File: src/rtl/sipo_loader_pkg.sv
`default_nettype none
// ============================================================================
// Module   : sipo_loader_pkg
// Brief    : Shared state encodings and default word width for the SIPO path.
// Revision : 1.0 - initial release
// ============================================================================
package sipo_loader_pkg;

    // Default width shared with the downstream parallel-load register
    localparam int c_word_w = 16;

    typedef enum logic [1:0] {
        IDLE  = 2'b00,
        SHIFT = 2'b01,
        LOAD  = 2'b10
    } state_t;

endpackage
`default_nettype wire

File: src/rtl/sipo_loader_bit_counter.sv
`default_nettype none
// ============================================================================
// Module   : bit_counter
// Brief    : Up-counter with async active-low reset, sync clear and enable.
// Revision : 1.0 - initial release
// ============================================================================
module bit_counter #(
    parameter int cw = 5
) (
    input  logic          clk,
    input  logic          rst,
    input  logic          clr,
    input  logic          en,
    output logic [cw-1:0] cnt
);

    // Clear wins over enable so a restart never counts the dropped bit
    always_ff @(posedge clk or negedge rst) begin
        if (!rst) begin
            cnt <= '0;
        end else if (clr) begin
            cnt <= '0;
        end else if (en) begin
            cnt <= cnt + cw'(1);
        end
    end

endmodule
`default_nettype wire

File: src/rtl/sipo_loader.sv
`default_nettype none
// ============================================================================
// Module   : sipo_loader
// Brief    : MSB-first serial collector driving a one-cycle parallel load.
// Revision : 1.0 - initial release
// ============================================================================
module sipo_loader
    import sipo_loader_pkg::*;
#(
    parameter int n  = c_word_w,
    parameter int cw = 5
) (
    input  logic          clk,
    input  logic          rst,
    input  logic          start,
    input  logic          sin,
    input  logic          sin_vld,
    output logic [n-1:0]  dout,
    output logic          load,
    output logic          busy,
    output logic [cw-1:0] bit_cnt
);

    localparam logic [cw-1:0] c_last = cw'(n - 1);

    state_t         r_state;
    logic [n-1:0]   r_sr;
    logic [n-1:0]   r_dout;
    logic           r_load;
    logic           r_busy;

    logic           w_accept;
    logic           w_last;
    logic [n-1:0]   w_next_sr;

    // A start on the same edge as a valid bit discards that bit
    assign w_accept  = (r_state == SHIFT) && sin_vld && !start;
    assign w_last    = w_accept && (bit_cnt == c_last);
    assign w_next_sr = {r_sr[n-2:0], sin};

    bit_counter #(
        .cw (cw)
    ) u_bit_counter (
        .clk (clk),
        .rst (rst),
        .clr (start),
        .en  (w_accept),
        .cnt (bit_cnt)
    );

    always_ff @(posedge clk or negedge rst) begin
        if (!rst) begin
            r_state <= IDLE;
            r_sr    <= '0;
            r_dout  <= '0;
            r_load  <= 1'b0;
            r_busy  <= 1'b0;
        end else begin
            r_load <= 1'b0;
            case (r_state)
                IDLE: begin
                    if (start) begin
                        r_state <= SHIFT;
                        r_sr    <= '0;
                        r_busy  <= 1'b1;
                    end
                end
                SHIFT: begin
                    if (start) begin
                        r_sr <= '0;
                    end else if (w_accept) begin
                        r_sr <= w_next_sr;
                        if (w_last) begin
                            r_state <= LOAD;
                            r_dout  <= w_next_sr;
                            r_load  <= 1'b1;
                            r_busy  <= 1'b0;
                        end
                    end
                end
                LOAD: begin
                    if (start) begin
                        r_state <= SHIFT;
                        r_sr    <= '0;
                        r_busy  <= 1'b1;
                    end else begin
                        r_state <= IDLE;
                    end
                end
                default: begin
                    r_state <= IDLE;
                    r_busy  <= 1'b0;
                end
            endcase
        end
    end

    assign dout = r_dout;
    assign load = r_load;
    assign busy = r_busy;

endmodule
`default_nettype wire

File: config.mk
export PLATFORM = sky130hd
export DESIGN_NAME = sipo_loader
export DESIGN_NICKNAME = d
export VERILOG_FILES = /design/src/rtl/sipo_loader_pkg.sv /design/src/rtl/sipo_loader_bit_counter.sv /design/src/rtl/sipo_loader.sv
export SDC_FILE = /design/constraint.sdc
export NUM_CORES = 1
export LEC_CHECK = 0
export CAP_MARGIN = 0
export CORE_MARGIN = 4
export CORE_UTILIZATION = 50
export CTS_BUF_LIST = sky130_fd_sc_hd__clkbuf_4 sky130_fd_sc_hd__clkbuf_8 sky130_fd_sc_hd__clkbuf_16
export DETAILED_ROUTE_END_ITERATION = 10
export HOLD_SLACK_MARGIN = 0.02
export MAX_ROUTING_LAYER = met4
export PLACE_DENSITY_LB_ADDON = 0.12
export SYNTH_ARGS = -nofsm -noshare
export SYNTH_HDL_FRONTEND = slang
export SYNTH_SLANG_ARGS = --single-unit
export TNS_END_PERCENT = 100
File: constraint.sdc
create_clock -name clk -period 2.4 [get_ports clk]
set_input_delay 0.24 -clock clk [delete_from_list [all_inputs] [get_ports clk]]
set_output_delay 0.24 -clock clk [all_outputs]
set_load 0.05 [all_outputs]
# ---- After elaboration in Yosys (flattened, before gate mapping)
# Cells that the tools add are included.
# Widths: inputs -> output; s select.
dict set report op_classes {
  bitwise 1
  add_sub_neg 1
  n_eq_ne 9
  n_reduce_logical 12
  mux 21
}
# cell n
set ops {}
lappend ops {{$mux 15} 3}
lappend ops {{$pmux 15 s2} 1}
lappend ops {{$reduce_and 4->1} 3}
lappend ops {{$mux 5} 2}
lappend ops {{$mux 1} 9}
lappend ops {{$mux 2} 4}
lappend ops {{$ne 2x2->1 const B} 4}
lappend ops {{$pmux 2 s3} 1}
lappend ops {{$add 5x1->5 const B} 1}
lappend ops {{$eq 5x4->1 const B} 1}
lappend ops {{$reduce_bool 2->1} 2}
lappend ops {{$logic_and 1x1->1} 3}
lappend ops {{$ne 3x3->1 const B} 1}
lappend ops {{$reduce_and 3->1} 1}
lappend ops {{$eq 2x1->1 const B} 1}
lappend ops {{$eq 2x2->1 const B} 1}
lappend ops {{$logic_not 2->1} 1}
lappend ops {{$ne 2x1->1 const B} 1}
lappend ops {{$pmux 1 s2} 1}
lappend ops {{$reduce_or 2->1} 1}
lappend ops {{$logic_not 1->1} 1}
lappend ops {{$not 1->1} 1}
dict set report word_totals {
  regBits 40
  word_cells 50
  out_inout_bits 23
}

# ---- Depth between registers and ports, before layout
dict set report logic_depth {
  depth_word 8
  ltp_mapped 7
}

# ---- Modules after synthesis
# A second synthesis with hierarchy kept.
dict set report hier_totals {
  hier_cells 138
  area_unflattened_um2 1727.9
}
# mod area_each_um2 cells_per_inst n_inst
set modules_own_cells {}
lappend modules_own_cells {sipo_loader 1475.2 116 1}
lappend modules_own_cells {bit_counter 252.7 22 1}

# ---- Least setup slack after synthesis
# OpenSTA, ideal clock, no wires.
dict set report synth_timing {
  kind {reg-to-reg}
  start {reg u_bit_counter.cnt[0]}
  end {reg r_dout[10] (netlist: dout[10])}
  setup_time_ps 125
  period_less_slack_ps 2067
  stages_incl_launch_ff 8
  n_path_buf 2
  path_slack_ps 333
  t_arrival_ps 1942
  required_ps 2275
  path_cell_list {dfrtp_1 -> ha_1 -> and3_1 -> ha_1 -> and4b_1 -> buf_6 -> buf_12 -> mux2_4}
}
dict set report synth_between {
  elab_chain_cells 3
}
# element line_no
set synth_rtl {}
lappend synth_rtl {{start: declaration} sipo_loader_bit_counter.sv:14} ;# output logic [cw-1:0] cnt
lappend synth_rtl {{start signal: assignment} sipo_loader_bit_counter.sv:24} ;# cnt <= cnt + cw'(1);
lappend synth_rtl {{$eq 5x4->1} sipo_loader.sv:38} ;# assign w_last = w_accept && (bit_cnt == c_last);
lappend synth_rtl {{$logic_and 1x1->1} sipo_loader.sv:38}
lappend synth_rtl {{$reduce_and 4->1 (no source line)} --}
lappend synth_rtl {{end signal: assignment} sipo_loader.sv:75} ;# r_dout <= w_next_sr;
lappend synth_rtl {{end: declaration} sipo_loader.sv:28} ;# logic [n-1:0] r_dout;
# No other way between the ends.
# A chain may end at the register's enable or synchronous reset.

# ---- Final worst setup path
dict set report layout_timing {
  start {reg u_bit_counter.cnt[0]}
  end {reg r_dout[5] (netlist: dout[5])}
}
# The elaborated chain is that of the path after synthesis.

==> flow_summary.yaml <==
run_status:
  status: "finished, final reports clean"
clock_network:
  clk_latency_ns: 0.33
  numCtsBuffers: 5
  cts-htree-levels: 2
  hold_buffers: 1
  cts_repair_resize_count: 0
  clock_sinks: 40
  cts-root-buf: "clkbuf_4"
  cts_tree: "built"
  cts_setup_buffers: 0
  cts_buffer_depth: 2
  clk_pin_slew_ns: 0.11
sta:
  skew_ns: 0.003697
  setup_viol: 0
  slew_violations: 0
  min_period_ns: 1.956
  max_freq_mhz: 511.3
  slew_headroom_pct: 43.62
  rsz0062_at_grt: "no"
  finalHoldViolCount: 0
  post-route-period-util_pct: 81.49
  tns_ns: 0
  timing.hold.ws_ns: 0.4936
  tightestPinTransition_ns: 0.8456
logic_synthesis:
  ys_async_sr_fraction_pct: 100.0
  avgSynthCellArea_sq_um: 12.77
  synthAdderAreaFrac_pct: 1.420
  netlist-cell-type-count: 26
  synth_edf_count: 0
  synth_compound_area_share_pct: 2.202
  synthXorXnorAreaFrac_pct: 0.9943
  ys_seq_area_share_pct: 56.82
  synth_cells: 138
  dominantRegCellSynth: "dfrtp_1"
  yosys_warnings: 0
  synth-simple-area-share_pct: 9.091
  muxShareOfSynthArea_pct: 21.66
  synth_top_family_by_area: "multiplexers"
  synth-seq-cells: 40
  syn-cell-area_sq_um: 1762
  syn_nets: 145
floorplan:
  rows: 21
  fp.dieArea_sq_um: 4537
  die_w_um: 67.36
  ios: 28
  initial_core_util_pct: 52.38
  placeableCoreArea_sq_um: 3363
  die_h_um: 67.36
drt:
  viasPerCell: 4.995
  ant_nets: 0
  wire_per_inst_um: 13.66
  drt_iter0_markers: 46
  first_pass_iters: 4
  drc: 0
  totalWireLength_um: 2965
  vias: 1084
layout:
  antenna_cells: 0
  drive_above_1_share_pct: 19.30
  syn2layout_area_growth_pct: 19.89
  final_core_util_pct: 62.80
  final_cell_mix: "dfrtp_1, clkdlybuf4s50_1, inv_1, mux2i_1, nand2_1"
  final_common_cell: "dfrtp_1"
  final_nets: 178
hold_path:
  hold_class: "in -> reg"
  holdPathStages: 3
  hp-start: "sin"
placed_design:
  numPortBuffers: 27
  dp_hpwl_um: 2118
  routabilityCongestion: 0.7693
critical_path:
  cpPeakStageDelay_ns: 0.42
  path_common_cell: "ha_1"
  cp_max_fo: 8
  slowest_stage: "dfrtp_1"
  cp.required_ns: 2.63
  reg2reg_depth: 6
  cp.arrival_ns: 2.18
  reg2reg_from: "u_bit_counter.cnt[0]$_DFFE_PN0P_"
  crit_type: "reg -> reg"
  cp_cell_sequence: "ha_1, and3_1, ha_1, and4b_1, buf_4, mux2_2"
  cp_num_buf_inv: 1
  endpoint_kind: "flop"
  crit_start: "u_bit_counter.cnt[0]$_DFFE_PN0P_"
  cp.depth: 6
  path_delay_family: "simple AND/OR/NAND/NOR gates"
  startpoint_type: "flop"
global_route:
  gr-usage-all-layers_pct: 16.13
  antenna_found_initial: 0
  grt_pass1_vias: 1159
  gr-total-overflow: 0
  grt_max_degree: 41
  grt_pass1_wl_um: 5271
run:
  max_cap_violations: 0
power:
  power.density_nw_per_um2: 520.4
  p_leak_uw: 0.001033
  irDropWorstVdd_v: 0.0003236
routing by layer:
layer / up-vias / share of wire [%] / GRT usage, %
li1: 516 / - / -
met2: 25 / 48 / 24.91
met3: 7 / 4.1 / 5.158
met4: 0 / 1.7 / 6.329
met1: 536 / 46 / 19.70
met5: - / 0 / -
power breakdown:
group	switching [uW]	internal, uW	leakage, uW
Clock	198	119	0.0000315
Sequential	8.08	683	0.000550
Combinational	57.4	33.6	0.000451
Total	263	836	0.00103
through the flow:
step / total power [uW] / cell area [sq um] / std cells / worst slack, ns
floorplan: 757.3 / 1762 / 138 / 0.3326
global placement: 793.8 / 2052 / 209 / 0.4853
detailed placement: 795.9 / 2052 / 209 / 0.4384
CTS: 1117 / 2112 / 217 / 0.4202
global route: 1158 / 2112 / 217 / 0.2942
finish: 1099 / 2112 / 217 / 0.4443
sequential cells by signal, indices dropped and copies added, names as in the netlist:
register / count
dout: 16
r_sr: 15
u_bit_counter.cnt: 5
r_state: 2
busy: 1
load: 1
final timing paths:
path | end | slack, ns
max | dout[5]$_DFFE_PN0P_ | 0.44
min | r_sr[0]$_DFFE_PN0P_ | 0.49
max reg2reg | dout[5]$_DFFE_PN0P_ | 0.44
min reg2reg | dout[15]$_DFFE_PN0P_ | 0.52
max in group asynchronous | r_sr[7]$_DFFE_PN0P_ | 1.33
min in group asynchronous | r_sr[11]$_DFFE_PN0P_ | 0.54
final cells by class:
class / count / area (sq um)
tap: 46 / 57.56
multi-input combinational: 74 / 623.1
clock inverter: 1 / 5.005
timing repair buffer: 34 / 320.3
inverter: 16 / 60.06
clock buffer: 6 / 45.04
fill: 287 / 1251
sequential: 40 / 1001
worst reg2reg max path, delay by kind of cell, from the launching register on:
kind	cells	cell delay, ns
flops	1	0.42
simple gates	2	0.51
fa+ha+maj	2	0.34
buf+inv	1	0.24
mux	1	0.35
cell families after synthesis:
logic type | Yosys count
mux | 33
flops | 40
compound gates | 6
fa+ha+maj | 2
xor+xnor | 2
buf+inv | 24
simple gates | 31
cells in the mapped netlist (2+ instances only):
cell type	number	area (sq um)
dfrtp_1	40	1001
inv_1	16	60.06
mux2i_1	16	160.2
nand2_1	15	56.30
mux2_2	9	101.4
mux2_4	8	120.1
nor2_1	6	22.52
buf_6	4	45.04
a21oi_1	3	15.01
a211oi_1	2	15.01
and4b_1	2	20.02
clkbuf_1	2	7.510
ha_1	2	25.02
Note: power is estimated with default switching activity, not from simulation.
